## src/rtl/tone_gen.sv

```systemverilog
// -----------------------------------------------------------------------------
// tone_gen -- square-wave note player.
//
// Takes one 8-bit note command per handshake and plays it on audio_out for a
// fixed duration (N_NOTE cycles), followed by a silent gap (N_GAP cycles).
//
// Handshake: a command is accepted on a rising clk edge where note_valid=1 and
// ready=1. ready is registered and equals ~busy; commands presented while
// ready=0 are dropped, never queued. No backpressure is applied to the source.
//
// Ports:
//   clk        system clock
//   rst        synchronous, active-high reset
//   note_valid note command strobe
//   note_code  [7]=rest, [6]=don't care, [5:4]=octave, [3:0]=semitone (C..B)
//   ready      command can be accepted (IDLE)
//   audio_out  square-wave output
//   busy       high in PLAY or GAP
//   done       one-cycle pulse when the gap ends (or the note, if no gap)
//   err        one-cycle pulse after accepting a semitone >= 12 (non-rest)
// -----------------------------------------------------------------------------
module tone_gen #(
  parameter int unsigned C_CLK_FRQ = 100_000_000,
  parameter int unsigned C_NOTE_MS = 500,
  parameter int unsigned C_GAP_MS  = 10
) (
  input  logic       clk,
  input  logic       rst,
  input  logic       note_valid,
  input  logic [7:0] note_code,
  output logic       ready,
  output logic       audio_out,
  output logic       busy,
  output logic       done,
  output logic       err
);

  localparam int unsigned N_NOTE = (C_CLK_FRQ / 1000) * C_NOTE_MS;
  localparam int unsigned N_GAP  = (C_CLK_FRQ / 1000) * C_GAP_MS;
  localparam int unsigned N_MAX  = (N_NOTE > N_GAP) ? N_NOTE : N_GAP;
  localparam int          DUR_W  = $clog2(N_MAX + 1);
  localparam logic [DUR_W-1:0] NOTE_LAST = DUR_W'(N_NOTE - 1);
  localparam logic [DUR_W-1:0] GAP_LAST  = DUR_W'(N_GAP - 1);

  // Half-period in cycles for octave 0, rounded: round(clk / (2*f)).
  // fc is the frequency in centihertz so the math stays integral.
  function automatic logic [17:0] half_of(input longint unsigned fc);
    longint unsigned num;
    num = 64'(C_CLK_FRQ) * 100 + fc;
    return 18'(num / (2 * fc));
  endfunction

  // Entries 12..15 are unreachable for sounding notes; zero keeps the lookup
  // in range for rests carrying arbitrary semitone fields.
  localparam logic [17:0] HALF_TBL [16] = '{
    half_of(26163), half_of(27718), half_of(29366), half_of(31113),
    half_of(32963), half_of(34923), half_of(36999), half_of(39200),
    half_of(41530), half_of(44000), half_of(46616), half_of(49388),
    18'd0, 18'd0, 18'd0, 18'd0
  };

  typedef enum logic [1:0] {
    S_IDLE = 2'd0,
    S_PLAY = 2'd1,
    S_GAP  = 2'd2
  } state_t;

  state_t           state_q, state_d;
  logic [DUR_W-1:0] dur_q, dur_d;
  logic [17:0]      half_cnt_q, half_cnt_d;
  logic [17:0]      half_lim_q, half_lim_d;
  logic             rest_q, rest_d;
  logic             audio_q, audio_d;
  logic             busy_q, busy_d;
  logic             ready_q, ready_d;
  logic             done_q, done_d;
  logic             err_q, err_d;

  logic       accept;
  logic       is_rest;
  logic [3:0] semi;
  logic [1:0] oct;
  logic       unused_bit6;

  assign accept      = note_valid & ready_q;
  assign is_rest     = note_code[7];
  assign semi        = note_code[3:0];
  assign oct         = note_code[5:4];
  assign unused_bit6 = note_code[6];

  always_comb begin
    state_d    = state_q;
    dur_d      = dur_q;
    half_cnt_d = half_cnt_q;
    half_lim_d = half_lim_q;
    rest_d     = rest_q;
    audio_d    = 1'b0;
    done_d     = 1'b0;
    err_d      = 1'b0;

    case (state_q)
      S_IDLE: begin
        dur_d      = '0;
        half_cnt_d = '0;
        if (accept) begin
          if (!is_rest && semi >= 4'd12) begin
            err_d = 1'b1;
          end else begin
            state_d    = S_PLAY;
            rest_d     = is_rest;
            half_lim_d = is_rest ? 18'd0 : (HALF_TBL[semi] >> oct);
          end
        end
      end

      S_PLAY: begin
        if (dur_q == NOTE_LAST) begin
          // Leaving PLAY: any toggle due on this edge is dropped.
          dur_d      = '0;
          half_cnt_d = '0;
          if (N_GAP == 0) begin
            state_d = S_IDLE;
            done_d  = 1'b1;
          end else begin
            state_d = S_GAP;
          end
        end else begin
          dur_d   = dur_q + 1'b1;
          audio_d = audio_q;
          if (half_cnt_q == half_lim_q - 18'd1) begin
            half_cnt_d = '0;
            audio_d    = rest_q ? 1'b0 : ~audio_q;
          end else begin
            half_cnt_d = half_cnt_q + 18'd1;
          end
        end
      end

      S_GAP: begin
        if (dur_q == GAP_LAST) begin
          state_d = S_IDLE;
          dur_d   = '0;
          done_d  = 1'b1;
        end else begin
          dur_d = dur_q + 1'b1;
        end
      end

      default: begin
        state_d = S_IDLE;
        dur_d   = '0;
      end
    endcase

    busy_d  = (state_d != S_IDLE);
    ready_d = ~busy_d;
  end

  always_ff @(posedge clk) begin
    if (rst) begin
      state_q    <= S_IDLE;
      dur_q      <= '0;
      half_cnt_q <= '0;
      half_lim_q <= '0;
      rest_q     <= 1'b0;
      audio_q    <= 1'b0;
      busy_q     <= 1'b0;
      ready_q    <= 1'b1;
      done_q     <= 1'b0;
      err_q      <= 1'b0;
    end else begin
      state_q    <= state_d;
      dur_q      <= dur_d;
      half_cnt_q <= half_cnt_d;
      half_lim_q <= half_lim_d;
      rest_q     <= rest_d;
      audio_q    <= audio_d;
      busy_q     <= busy_d;
      ready_q    <= ready_d;
      done_q     <= done_d;
      err_q      <= err_d;
    end
  end

  assign ready     = ready_q;
  assign audio_out = audio_q;
  assign busy      = busy_q;
  assign done      = done_q;
  assign err       = err_q;

endmodule
```

## config.mk

```make
export PLATFORM = sky130hd
export DESIGN_NAME = tone_gen
export DESIGN_NICKNAME = d
export VERILOG_FILES = /design/src/rtl/tone_gen.sv
export SDC_FILE = /design/constraint.sdc
export NUM_CORES = 1
export LEC_CHECK = 0
export BUFFER_PORTS_ARGS = -buffer_cell sky130_fd_sc_hd__buf_2
export CAP_MARGIN = 20
export CORE_MARGIN = 4
export CORE_UTILIZATION = 68
export DETAILED_ROUTE_END_ITERATION = 6
export PLACE_DENSITY = 0.86
export REMOVE_ABC_BUFFERS = 1
export SYNTH_ARGS = -nofsm -noshare
export SYNTH_HDL_FRONTEND = slang
export SYNTH_SLANG_ARGS = --single-unit
export TNS_END_PERCENT = 1
```

## constraint.sdc

```tcl
create_clock -name clk -period 4.6 [get_ports clk]
set_input_delay 0.92 -clock clk [delete_from_list [all_inputs] [get_ports clk]]
set_output_delay 0.92 -clock clk [all_outputs]
set_load 0.005 [all_outputs]
```

Word level (Yosys, flattened, before mapping)
Memories as Yosys holds them, arrays and structs flattened.
Index checks and enable logic that the tools add are counted.
- ROM bits: 288
- logic and storage cells: 57
- flip-flop bits (word level): 70
- memories: 1
- output and inout port bits: 5
- bits of input ports: 11
- memories (name ; words ; bits a word ; read ports ; clocked after Yosys merged registers in ; write ports ; RTL line ; RTL):
    (name not given) ; 16 ; 18 ; 1 ; 0 ; 0 ; 111 ; half_lim_d = is_rest ? 18'd0 : (HALF_TBL[semi] >> oct);
- eq/ne operators: 5
- order comparisons: 2
- mux-type cells: 17
- bitwise gates (word level): 9
- shift operators: 1
- $add $sub $neg: 3
- reduce and logical (&&, ||, !) cells: 9
- operator list (kind ; count):
    $mux 18 ; 5
    $mux 26 ; 2
    $pmux 26 s2 ; 1
    $pmux 18 s2 ; 1
    $add 26x1->26 const B ; 1
    $eq 26x20->1 const B ; 1
    $eq 26x26->1 const B ; 1
    $add 18x1->18 const B ; 1
    $eq 18x18->1 ; 1
    $shr 18x2->18 ; 1
    $sub 18x1->18 const B ; 1
    $mux 2 ; 4
    $not 1->1 ; 7
    $pmux 2 s3 ; 1
    $reduce_or 3->1 ; 2
    $ge 5x5->1 const B ; 1
    $not 4->5 ; 1
    $ge 4x4->1 const B ; 1
    $reduce_bool 2->1 ; 2
    $mux 1 ; 3
    $reduce_and 3->1 ; 1
    $eq 2x1->1 const B ; 1
    $eq 2x2->1 const B ; 1
    $logic_not 2->1 ; 1
    4 further kinds ; 4

Depth between registers and ports, before layout
Gate-level depths: netlist of the first run.
- word-level depth: 7
- depth in mapped cells: 11
- gate-level depth less buffers: 9

Worst setup path before layout of the first run
No wires, ideal clock.
- path type: flip-flop to flip-flop
- start point: reg half_lim_q[0]
- end point: reg half_cnt_q[7]
- path buffers: 2
- arrival time: 2.437 ns
- period minus slack after synthesis: 2.567 ns
- slack: 2.033 ns
- required time: 4.470 ns
- stages on the path, launching flop included: 12
- setup time: 0.130 ns
- cell sequence: dfxtp_1 inv_1 ha_1 clkbuf_1 inv_1 o31ai_4 o2111ai_2 a2111oi_4 nand4_4 a21oi_2 buf_2 o211ai_1
- cells in the longest elaborated chain, start to end: 5
- RTL lines (element ; RTL line ; RTL):
    start, declared ; 71 ; logic [17:0] half_lim_q, half_lim_d;
    start signal, assigned ; 175 ; half_lim_q <= half_lim_d;
    $sub 18x1->18 ; 130 ; if (half_cnt_q == half_lim_q - 18'd1) begin
    $eq 18x18->1 ; 130 ;
    $mux 18 ; 130 ;
    $mux 18 ; 117 ; if (dur_q == NOTE_LAST) begin
    $pmux 18 s2 ; 101 ; case (state_q)
    end signal, assigned ; 174 ; half_cnt_q <= half_cnt_d;
    end, declared ; 70 ; logic [17:0] half_cnt_q, half_cnt_d;
Every way passes these cells.
A chain may end at the register's enable or synchronous reset.

Worst setup path in the final report of the first run
- start point: reg half_lim_q[0]
- end point: reg half_cnt_q[3]
The elaborated chain is that of the path after synthesis.

==> metrics, run 1 <==
status finished clean; Max Root-Sink Buffers 2; row cnt 29; CP startpoint kind flip-flop; Worst-Margin Slew 0.951 ns; FMAX 0.316 GHz; Post-DP Area 4730 um^2; First-pass DRT Iterations 7; io pins 16; die span in y 91.0 um; largest net degree at the start of global routing 31; commonest non-fill, non-tap cell in the layout nor2_1; via/cell ratio 6.51; final worst path period need 3.16 ns; Peak VDD IR 0.316 mV; ys async rst share 0%; Final Wtd Congestion 0.941; final worst slack 1.44 ns; Tcrit/Tclk final 68.8%; sequential element share of the synthesized area 29.9%; H-tree levels 3; IO Port Bufs 14; final hold vios 0; hold buffers post-CTS 0; syn_area_per_cell 7.85 um^2; WL final 11000 um; Post-CTS Resized 0; PnR Total Power 1.48 mW; sw frac 29.7%; PD cells 299 nW/um^2; commonest register cell after synthesis dfxtp_1; core area 6530 um^2; Syn Inst Count 597; Synth area leader dfxtp_1; antenna viol nets, final 0; die area 8280 um^2; Yosys Warn Count 0; Post-CTS Setup Inserts 0; wire per inst 16.4 um; placed wire-length estimate 7860 um; ant diodes 0; Int Pwr 1.04 mW; CP required 4.80 ns; cell area after layout 4960 um^2; CP endpoint kind flip-flop; nets 613; setup TNS 0 ns; Max-Slew Margin vs Limit 36.6%; die width 91.0 um; Synth-to-Final Area Change 5.87%; Slew Viols, Final 0; clock skew 0.0114 ns; Synth area leaders dfxtp_1 30%, nor2_1 5.9%, xnor2_1 4.5%, xor2_1 4.3%, mux2i_1 3.8%; vias in the first global route 4082; total track usage 27.1%; Comb power frac 18.5%; Yosys reg bits 70; via count 4366; first-pass GRT wire length 18800 um; Starting Density 71.7%; commonest non-fill, non-tap cells in the layout 74 x nor2_1, 70 x dfxtp_1, 45 x nand2_1; initial antenna violation count 0; net switching power 440 uW; EDFF count, synth 0; Hold Path Class reg -> reg; clk_lat worst skew 0.35 ns; layout cells sized above 1 8.25%; DRC 0; Sink Count 70; pre-CTS setup slack 1.46 ns; CTS tree built; post-route insts no fill 671; Crit path arrival time 3.36 ns; CTS root buffer clkbuf_8; Starting DRT DRC Count 328; max cap viols 0; CP Class reg -> reg; Setup violations, final 0; Cell Count Post-Placement 655; Synth top area share 29.9%; CTS Buf Count 9; critical-path maximum fanout 15; clock-pin slew on the worst setup and hold paths 0.08 ns; register share of total power 42.9%; Lkg Pwr 1.86 nW; post-synth design cell area 4690 um^2; clock share of power 38.6%; count of different cell masters after synthesis 65; RSZ-0062 raised after global routing no; gr ovfl total 0
[worst paths after layout]
kind         slack (ns)  cells past startpoint             to     startpoint
max reg2reg        1.44                      9  half_cnt_q[3]  half_lim_q[0]
max                1.44                      9  half_cnt_q[3]  half_lim_q[0]
min                0.46                      2         rest_q         rest_q
min reg2reg        0.46                      2         rest_q         rest_q
[power groups by stage]
stage                     combinational, mW  clock, mW  sequential, mW
after floorplan                       0.195          0           0.645
after global placement                0.259          0           0.648
after global routing                  0.303      0.597           0.639
after CTS                             0.270      0.575           0.636
after detailed placement              0.268          0           0.650
final                                 0.275      0.571           0.636
[area by class of cell]
class | instances | area [um^2]
clock buffer | 10 | 138
clock inverter | 6 | 93.8
fill | 493 | 1570
inverter | 18 | 67.6
multi-input combinational | 474 | 3080
sequential | 70 | 1400
tap | 77 | 96.3
timing repair buffer | 16 | 85.1
[per-layer routing]
layer	vias to the layer above	GRT usage, %	share of wire [%]	routed length, um
met1	2068	35.8	44	4860
met4	0	9.30	2.1	231
met3	30	4.63	5.0	550
li1	2137	-	-	-
met2	131	44.8	49	5350
met5	-	0	0	0
[cells in the mapped netlist, types with 4 or more instances]
cell type,number
nor2_1,74
dfxtp_1,70
nand2_1,45
o21ai_0,33
clkbuf_1,25
xnor2_1,24
a21oi_1,23
xor2_1,23
nand3_1,22
a22oi_1,19
inv_1,18
mux2i_1,18
nor3_1,17
and3_1,16
ha_1,13
nand2b_1,13
and2_1,11
nand4_1,11
nor2b_1,11
o211ai_1,9
a211oi_1,8
nor4_1,7
buf_1,5
nor3b_1,5
a21o_1,4
and4_1,4
buf_2,4
o22ai_1,4
or3_1,4
or4_1,4
[per-stage QoR]
step	hold WS [ns]	util, %
after floorplan	0.427	-
after global placement	0.444	72.4
after CTS	0.465	76.0
after global routing	0.487	76.0
after detailed placement	0.455	72.4
final	0.463	76.0
[state kept, by name, indices dropped and copies added, names as in the netlist]
signal,flops
err,1
ready,1
busy,1
state_q,2
rest_q,1
audio_out,1
done,1
half_lim_q,18
half_cnt_q,18
dur_q,26
[kinds of logic after synthesis]
| kind of cell | synth area share [%] |
|---|---|
| mux | 4.33 |
| xor+xnor | 8.78 |
| compound gates | 20.6 |
| buf+inv | 4.38 |
| simple gates | 28.5 |
| flops | 29.9 |
| fa+ha+maj | 3.47 |
[critical path, stage by stage, from the launching register on]
cell and delay [ns]:
dfxtp_1 0.37, inv_1 0.09, ha_1 0.39, nand4bb_1 0.18, a211oi_1 0.33, o2111ai_2 0.20
a2111oi_4 0.43, nand4_4 0.26, a21oi_2 0.57, o311ai_0 0.21
Note: power is estimated with default switching activity, not from simulation.
==> run 2, diff against run 1 <==
--- a/config.mk
+++ b/config.mk
@@ -5,12 +5,13 @@
 export SDC_FILE = /design/constraint.sdc
 export NUM_CORES = 1
 export LEC_CHECK = 0
+export ABC_AREA = 1
 export BUFFER_PORTS_ARGS = -buffer_cell sky130_fd_sc_hd__buf_2
 export CAP_MARGIN = 20
 export CORE_MARGIN = 4
-export CORE_UTILIZATION = 68
+export CORE_UTILIZATION = 63
 export DETAILED_ROUTE_END_ITERATION = 6
-export PLACE_DENSITY = 0.86
+export PLACE_DENSITY = 0.81
 export REMOVE_ABC_BUFFERS = 1
 export SYNTH_ARGS = -nofsm -noshare
 export SYNTH_HDL_FRONTEND = slang
==> constraint.sdc (replaced) <==
create_clock -name clk -period 3.05 [get_ports clk]
set_input_delay 0.61 -clock clk [delete_from_list [all_inputs] [get_ports clk]]
set_output_delay 0.61 -clock clk [all_outputs]
set_load 0.005 [all_outputs]
==> metrics, run 2 <==
Yosys reg bits 70 (unchanged); final hold vios 0 (unchanged); CP required 3.32 ns (-1.48 ns); Crit path arrival time 2.58 ns (-0.78 ns); Synth top area share 28.7% (-1.2 points); WL final 11200 um (+1.4%); post-synth design cell area 4880 um^2 (+4.2%); Hold Path Class reg -> reg; Slew Viols, Final 0 (unchanged); final core utilization 70.7% (-5.3 points); Starting Density 65.9% (-5.8 points); CTS tree built; max cap viols 0 (unchanged); Most flops, register dur_q; ys async rst share 0% (unchanged); die width 96.1 um (+5.5%); IO Port Bufs 14 (unchanged); clk_lat worst skew 0.35 ns (about the same); CTS Buf Count 9 (unchanged); antenna viol nets, final 0 (unchanged); vias in the first global route 4308 (+5.5%); fillers 636 (+29%); Final Wtd Congestion 0.943 (+0.30%); syn_area_per_cell 6.58 um^2 (-16%); placed wire-length estimate 8570 um (+9.0%); PD cells 441 nW/um^2 (+48%); final worst path period need 2.31 ns (-0.853 ns); most used routing layer met2; crit path cell chain inv_1, ha_1, nor2_1, inv_1, nor2_1, clkinv_1, o21ai_0; final worst slack 0.739 ns (-0.697 ns); die span in y 96.1 um (+5.5%); M1 GR Usage 35.3% (-0.51 points); layout cells sized above 1 11.7% (+3.5 points); slowest CP cell dfxtp_1; count of different cell masters after synthesis 48 (-26%); most frequent cell after synthesis nand2_1; EDFF count, synth 0 (unchanged); Post-CTS Resized 0 (unchanged); Yosys Warn Count 0 (unchanged); met3 usage 4.46% (-0.17 points); gr ovfl total 0 (unchanged); Tcrit/Tclk final 75.8% (+7.0 points); Setup violations, final 0 (unchanged); CP peak stage delay 0.41 ns (-0.16 ns); pre-CTS setup slack 0.688 ns (-0.769 ns); initial antenna violation count 0 (unchanged); setup TNS 0 ns (unchanged); nets 778 (+27%); Starting DRT DRC Count 239 (-27%); H-tree levels 3 (unchanged); Worst-Margin Slew 0.588 ns (-0.363 ns); PnR Total Power 2.31 mW (+56%); via count 4729 (+8.3%); RSZ-0062 raised after global routing no; CP top delay family simple AND/OR/NAND/NOR gates; first-pass GRT wire length 19300 um (+2.9%); largest net degree at the start of global routing 25 (-19%); status finished clean; Hold Crit Start dur_q[0]; hold buffers post-CTS 0 (unchanged); sequential element share of the synthesized area 28.7% (-1.2 points); CP endpoint kind flip-flop; First-pass DRT Iterations 5 (-2); commonest register cell after synthesis dfxtp_1; Post-synth top cells 176 x nand2_1, 105 x inv_1, 82 x nor2_1, 70 x dfxtp_1, 38 x nand3_1; Max-Slew Margin vs Limit 60.7% (+24 points); CP Class reg -> reg; commonest non-fill, non-tap cell in the layout nand2_1; total track usage 26.3% (-0.75 points); max reg flops 26 (unchanged); Sink Count 70 (unchanged); ant diodes 0 (unchanged); commonest non-fill, non-tap cells in the layout 176 x nand2_1, 105 x inv_1, 82 x nor2_1; clock skew 0.00944 ns (-0.00198 ns); met2 usage 43.5% (-1.2 points); Syn Inst Count 742 (+24%); die area 9230 um^2 (+11%); via/cell ratio 5.51 (-15%); Max Root-Sink Buffers 2 (unchanged); core area 7410 um^2 (+13%); clock-pin slew on the worst setup and hold paths 0.08 ns (about the same); io pins 16 (unchanged); start point of the critical path state_q[1]; row cnt 31 (+6.9%); Synth area leader dfxtp_1; Lkg Pwr 2.27 nW (+22%); DRC 0 (unchanged); CP startpoint kind flip-flop; Synth area leaders dfxtp_1 29%, nand2_1 14%, inv_1 8.1%, nor2_1 6.3%, xor2_1 4.5%; FF-to-FF Start state_q[1]; CTS root buffer clkbuf_8; wire per inst 13.0 um (-21%); Synth-to-Final Area Change 7.20%; Post-CTS Setup Inserts 0 (unchanged); Buf/Inv on CP 3 (+2); critical-path maximum fanout 9 (-6); FMAX 0.433 GHz (+37%); biggest regs dur_q: 26 flops, half_cnt_q: 18 flops, half_lim_q: 18 flops; Peak VDD IR 0.294 mV (-7.1%)
[run 2: changes by cell type after synthesis, moves of 9 or more]
cell / delta
inv_1: +87
clkbuf_1: -18
inv_2: +9
and3_1: -16
nand2_1: +131
mux2i_1: -14
and2_1: -10
nand3_1: +16
nand2b_1: -13
xnor2_1: -15
nand2_2: +11
nor2b_1: -11
nor2_2: +11
a22oi_1: -18
[run 2: cell type report]
type                       count  area (um^2)  share of cell area (%)
sequential                    70         1400                    26.8
inverter                     116          435                    8.32
tap                           99          124                    2.37
multi-input combinational    542         2970                    56.7
clock inverter                 7          105                    2.01
timing repair buffer          15         77.6                    1.48
clock buffer                   9          124                    2.37
[run 2: worst paths after layout]
| check | to | slack [ns] | cells past startpoint |
|---|---|---|---|
| setup reg to reg | half_cnt_q[1] | 0.74 | 7 |
| setup / recovery | half_cnt_q[1] | 0.74 | 7 |
| hold reg to reg | dur_q[0] | 0.47 | 1 |
| hold / removal | dur_q[0] | 0.47 | 1 |
[run 2: where the power goes]
group / switching (mW) / internal, mW
logic: 0.317 / 0.167
registers: 0.0262 / 0.935
clock network: 0.393 / 0.473
[run 2: per-layer routing]
| layer | vias up | share of wire [%] |
|---|---|---|
| li1 | 2433 | - |
| met1 | 2175 | 48 |
| met2 | 104 | 47 |
| met3 | 17 | 4.0 |
| met4 | 0 | 1.3 |
| met5 | - | 0 |
[run 2: cells by family after synthesis]
family | Yosys count | share of synthesized area (%)
buffers and inverters | 130 | 10.5
AND/OR/NAND/NOR | 390 | 38.4
XOR/XNOR | 34 | 6.10
flip-flops | 70 | 28.7
multiplexers | 4 | 0.820
adder cells (fa/ha/maj) | 13 | 3.33
AO/OA/AOI/OAI | 101 | 12.1
[run 2: worst reg2reg max path: cells and delay by family (launching register included)]
family | cells | cell delay (ns)
AND/OR/NAND/NOR | 2 | 0.76
buffers and inverters | 3 | 0.60
flip-flops | 1 | 0.41
adder cells (fa/ha/maj) | 1 | 0.25
AO/OA/AOI/OAI | 1 | 0.24
[run 2: per-stage QoR]
stage | instance area (um^2) | std cells | hold slack (ns)
3_5_place_dp | 5010 | 842 | 0.462
6_report | 5240 | 858 | 0.471
5_1_grt | 5240 | 858 | 0.505
2_1_floorplan | 4810 | 728 | 0.429
3_3_place_gp | 5010 | 842 | 0.440
4_1_cts | 5240 | 858 | 0.483
==> run 3, diff against run 2 <==
--- a/config.mk
+++ b/config.mk
@@ -9,9 +9,9 @@
 export BUFFER_PORTS_ARGS = -buffer_cell sky130_fd_sc_hd__buf_2
 export CAP_MARGIN = 20
 export CORE_MARGIN = 4
-export CORE_UTILIZATION = 63
+export CORE_UTILIZATION = 57
 export DETAILED_ROUTE_END_ITERATION = 6
-export PLACE_DENSITY = 0.81
+export PLACE_DENSITY = 0.77
 export REMOVE_ABC_BUFFERS = 1
 export SYNTH_ARGS = -nofsm -noshare
 export SYNTH_HDL_FRONTEND = slang
==> constraint.sdc (replaced) <==
create_clock -name clk -period 1.9 [get_ports clk]
set_input_delay 0.38 -clock clk [delete_from_list [all_inputs] [get_ports clk]]
set_output_delay 0.38 -clock clk [all_outputs]
set_load 0.005 [all_outputs]
==> metrics, run 3 (synthesis gave the netlist of run 2 again) <==
PD cells 635 nW/um^2 (+44%); via count 4807 (+1.6%); crit-path most repeated cell nand2_1; worst hold slack 0.286 ns (-0.185 ns); Worst-Margin Slew 0.400 ns (-0.188 ns); post-route insts no fill 898 (+4.7%); vias in the first global route 4427 (+2.8%); Most flops, register dur_q; largest net degree at the start of global routing 25 (unchanged); CTS tree built; Comb power frac 23.8% (+2.9 points); CTS root buffer clkbuf_8; gr ovfl total 0 (unchanged); biggest regs dur_q: 26 flops, half_cnt_q: 18 flops, half_lim_q: 18 flops; layout cells sized above 1 18.7% (+6.9 points); Post-DP Area 5280 um^2 (+5.3%); FMAX 0.539 GHz (+25%); met2 usage 37.3% (-6.2 points); clock-pin slew on the worst setup and hold paths 0.09 ns (about the same); First-pass DRT Iterations 5 (unchanged); Lkg Pwr 2.47 nW (+9.2%); hold buffers post-CTS 0 (unchanged); Worst Hold Depth 3 (+2); CP Class reg -> reg; initial antenna violation count 0 (unchanged); Crit path arrival time 2.12 ns (-0.46 ns); ant diodes 0 (unchanged); Hold Path Class in -> reg; slowest CP cell dfxtp_2; first-pass GRT wire length 19500 um (+0.82%); max cap viols 0 (unchanged); io pins 16 (unchanged); Int Pwr 2.32 mW (+47%); CP startpoint kind flip-flop; register share of total power 43.5% (+1.9 points); final worst path period need 1.86 ns (-0.456 ns); wire per inst 12.9 um (-1.1%); CTS Buf Count 9 (unchanged); final core utilization 67.5% (-3.2 points); sw frac 34.6% (+2.8 points); Max-Slew Margin vs Limit 73.1% (+12 points); WL final 11500 um (+3.5%); clock skew 0.0126 ns (+0.00316 ns); net switching power 1.23 mW (+67%); CP endpoint kind flip-flop; final hold vios 0 (unchanged); die span in y 101 um (+4.7%); CP peak stage delay 0.32 ns (-0.09 ns); placed wire-length estimate 8890 um (+3.7%); via/cell ratio 5.35 (-2.9%); M1 GR Usage 32.4% (-2.9 points); cell count along the critical path 13 (+6); Tcrit/Tclk final 97.6% (+22 points); DRC 0 (unchanged); clk_lat worst skew 0.36 ns (about the same); most used routing layer met2; worst reg2reg path depth 13 (+6); clock share of power 32.7% (-4.8 points); Slew Viols, Final 0 (unchanged); die width 101 um (+4.7%); Peak VDD IR 0.391 mV (+33%); Starting Density 59.2% (-6.8 points); Buf/Inv on CP 2 (-1); Starting DRT DRC Count 269 (+13%); Cell Count Post-Placement 881 (+4.6%); Setup violations, final 0 (unchanged); Synth-to-Final Area Change 14.1%; crit path cell chain buf_4, nor2_4, nand2_4, nor2_1, nand2_1, nand2_1, nand3_1, a21oi_2, nand3_4, nand2_4, inv_2, nand2_1, nand2_1; cell area after layout 5580 um^2 (+6.5%); antenna viol nets, final 0 (unchanged); IO Port Bufs 14 (unchanged); fillers 738 (+16%); critical-path maximum fanout 6 (-3); H-tree levels 3 (unchanged); commonest non-fill, non-tap cells in the layout 174 x nand2_1, 104 x inv_1, 78 x nor2_1; CP top delay family simple AND/OR/NAND/NOR gates; nets 812 (+4.4%); Final Wtd Congestion 0.940 (-0.38%); max reg flops 26 (unchanged); row cnt 33 (+6.5%); Sink Count 70 (unchanged); met3 usage 4.22% (-0.24 points); CP required 2.16 ns (-1.16 ns); total track usage 23.4% (-2.9 points); core area 8260 um^2 (+11%); commonest non-fill, non-tap cell in the layout nand2_1; status finished clean; die area 10100 um^2 (+9.6%); Max Root-Sink Buffers 2 (unchanged); area of the multi-input gates 3070 um^2 (+3.4%); register area 1410 um^2 (+0.54%); RSZ-0062 raised after global routing yes
[run 3: cell count changes in the layout (fill, tap and decap cells not counted), moves of 3 or more]
cell and change:
buf_4 +33, dfxtp_1 -6, dfxtp_2 +6, nor2_1 -4
nor2_2 +3, nor3_1 -4, nor3_4 +3
[run 3: metrics by stage]
step	setup WS (ns)	setup TNS, ns	total power [mW]
after floorplan	0.0584	0	2.17
after global placement	-0.0208	-0.0523	2.37
after detailed placement	-0.0603	-0.219	2.39
after CTS	-0.00830	-0.00830	3.53
after global routing	-0.0960	-0.914	3.72
final	0.0449	0	3.54
[run 3: cell type report]
type / count / share of cell area [%]
sequential: 70 / 25.3
multi-input combinational: 542 / 55.0
clock inverter: 7 / 1.10
clock buffer: 9 / 2.22
inverter: 116 / 7.81
tap: 105 / 2.36
timing repair buffer: 49 / 6.19
[run 3: what timing repair did]
item | 4_1_cts | 5_1_grt
setup endpoints to repair | 12 | 47
pin swaps | 2 | 9
buffers inserted | 0 | 1
endpoints found under the hold margin | 0 | 0
gates cloned | 0 | 0
resized for setup | 3 | 28
[run 3: worst paths after layout]
check	startpoint	end	slack [ns]
setup / recovery	half_lim_q[1]	half_cnt_q[17]	0.04
hold / removal	note_code[7]	rest_q	0.29
setup reg to reg	half_lim_q[1]	half_cnt_q[17]	0.04
hold reg to reg	half_lim_q[17]	half_lim_q[17]	0.49
[run 3: routing by layer]
metal	share of wire (%)	vias up
li1	-	2486
met3	4.6	14
met4	1.1	0
met1	48	2184
met2	46	123
met5	0	-
[run 3: power by group through the flow]
stage | Combinational (mW) | Sequential [mW] | Clock (mW)
5_1_grt | 0.952 | 1.55 | 1.22
6_report | 0.843 | 1.54 | 1.16
4_1_cts | 0.824 | 1.54 | 1.17
3_5_place_dp | 0.820 | 1.57 | 0
2_1_floorplan | 0.606 | 1.57 | 0
3_3_place_gp | 0.800 | 1.57 | 0
[run 3: worst register-to-register path, stage by stage (launching register included)]
cell and delay, ns:
dfxtp_2 0.32, buf_4 0.13, nor2_4 0.13, nand2_4 0.09
nor2_1 0.16, nand2_1 0.10, nand2_1 0.09, nand3_1 0.12
a21oi_2 0.20, nand3_4 0.15, nand2_4 0.12, inv_2 0.05
nand2_1 0.06, nand2_1 0.05
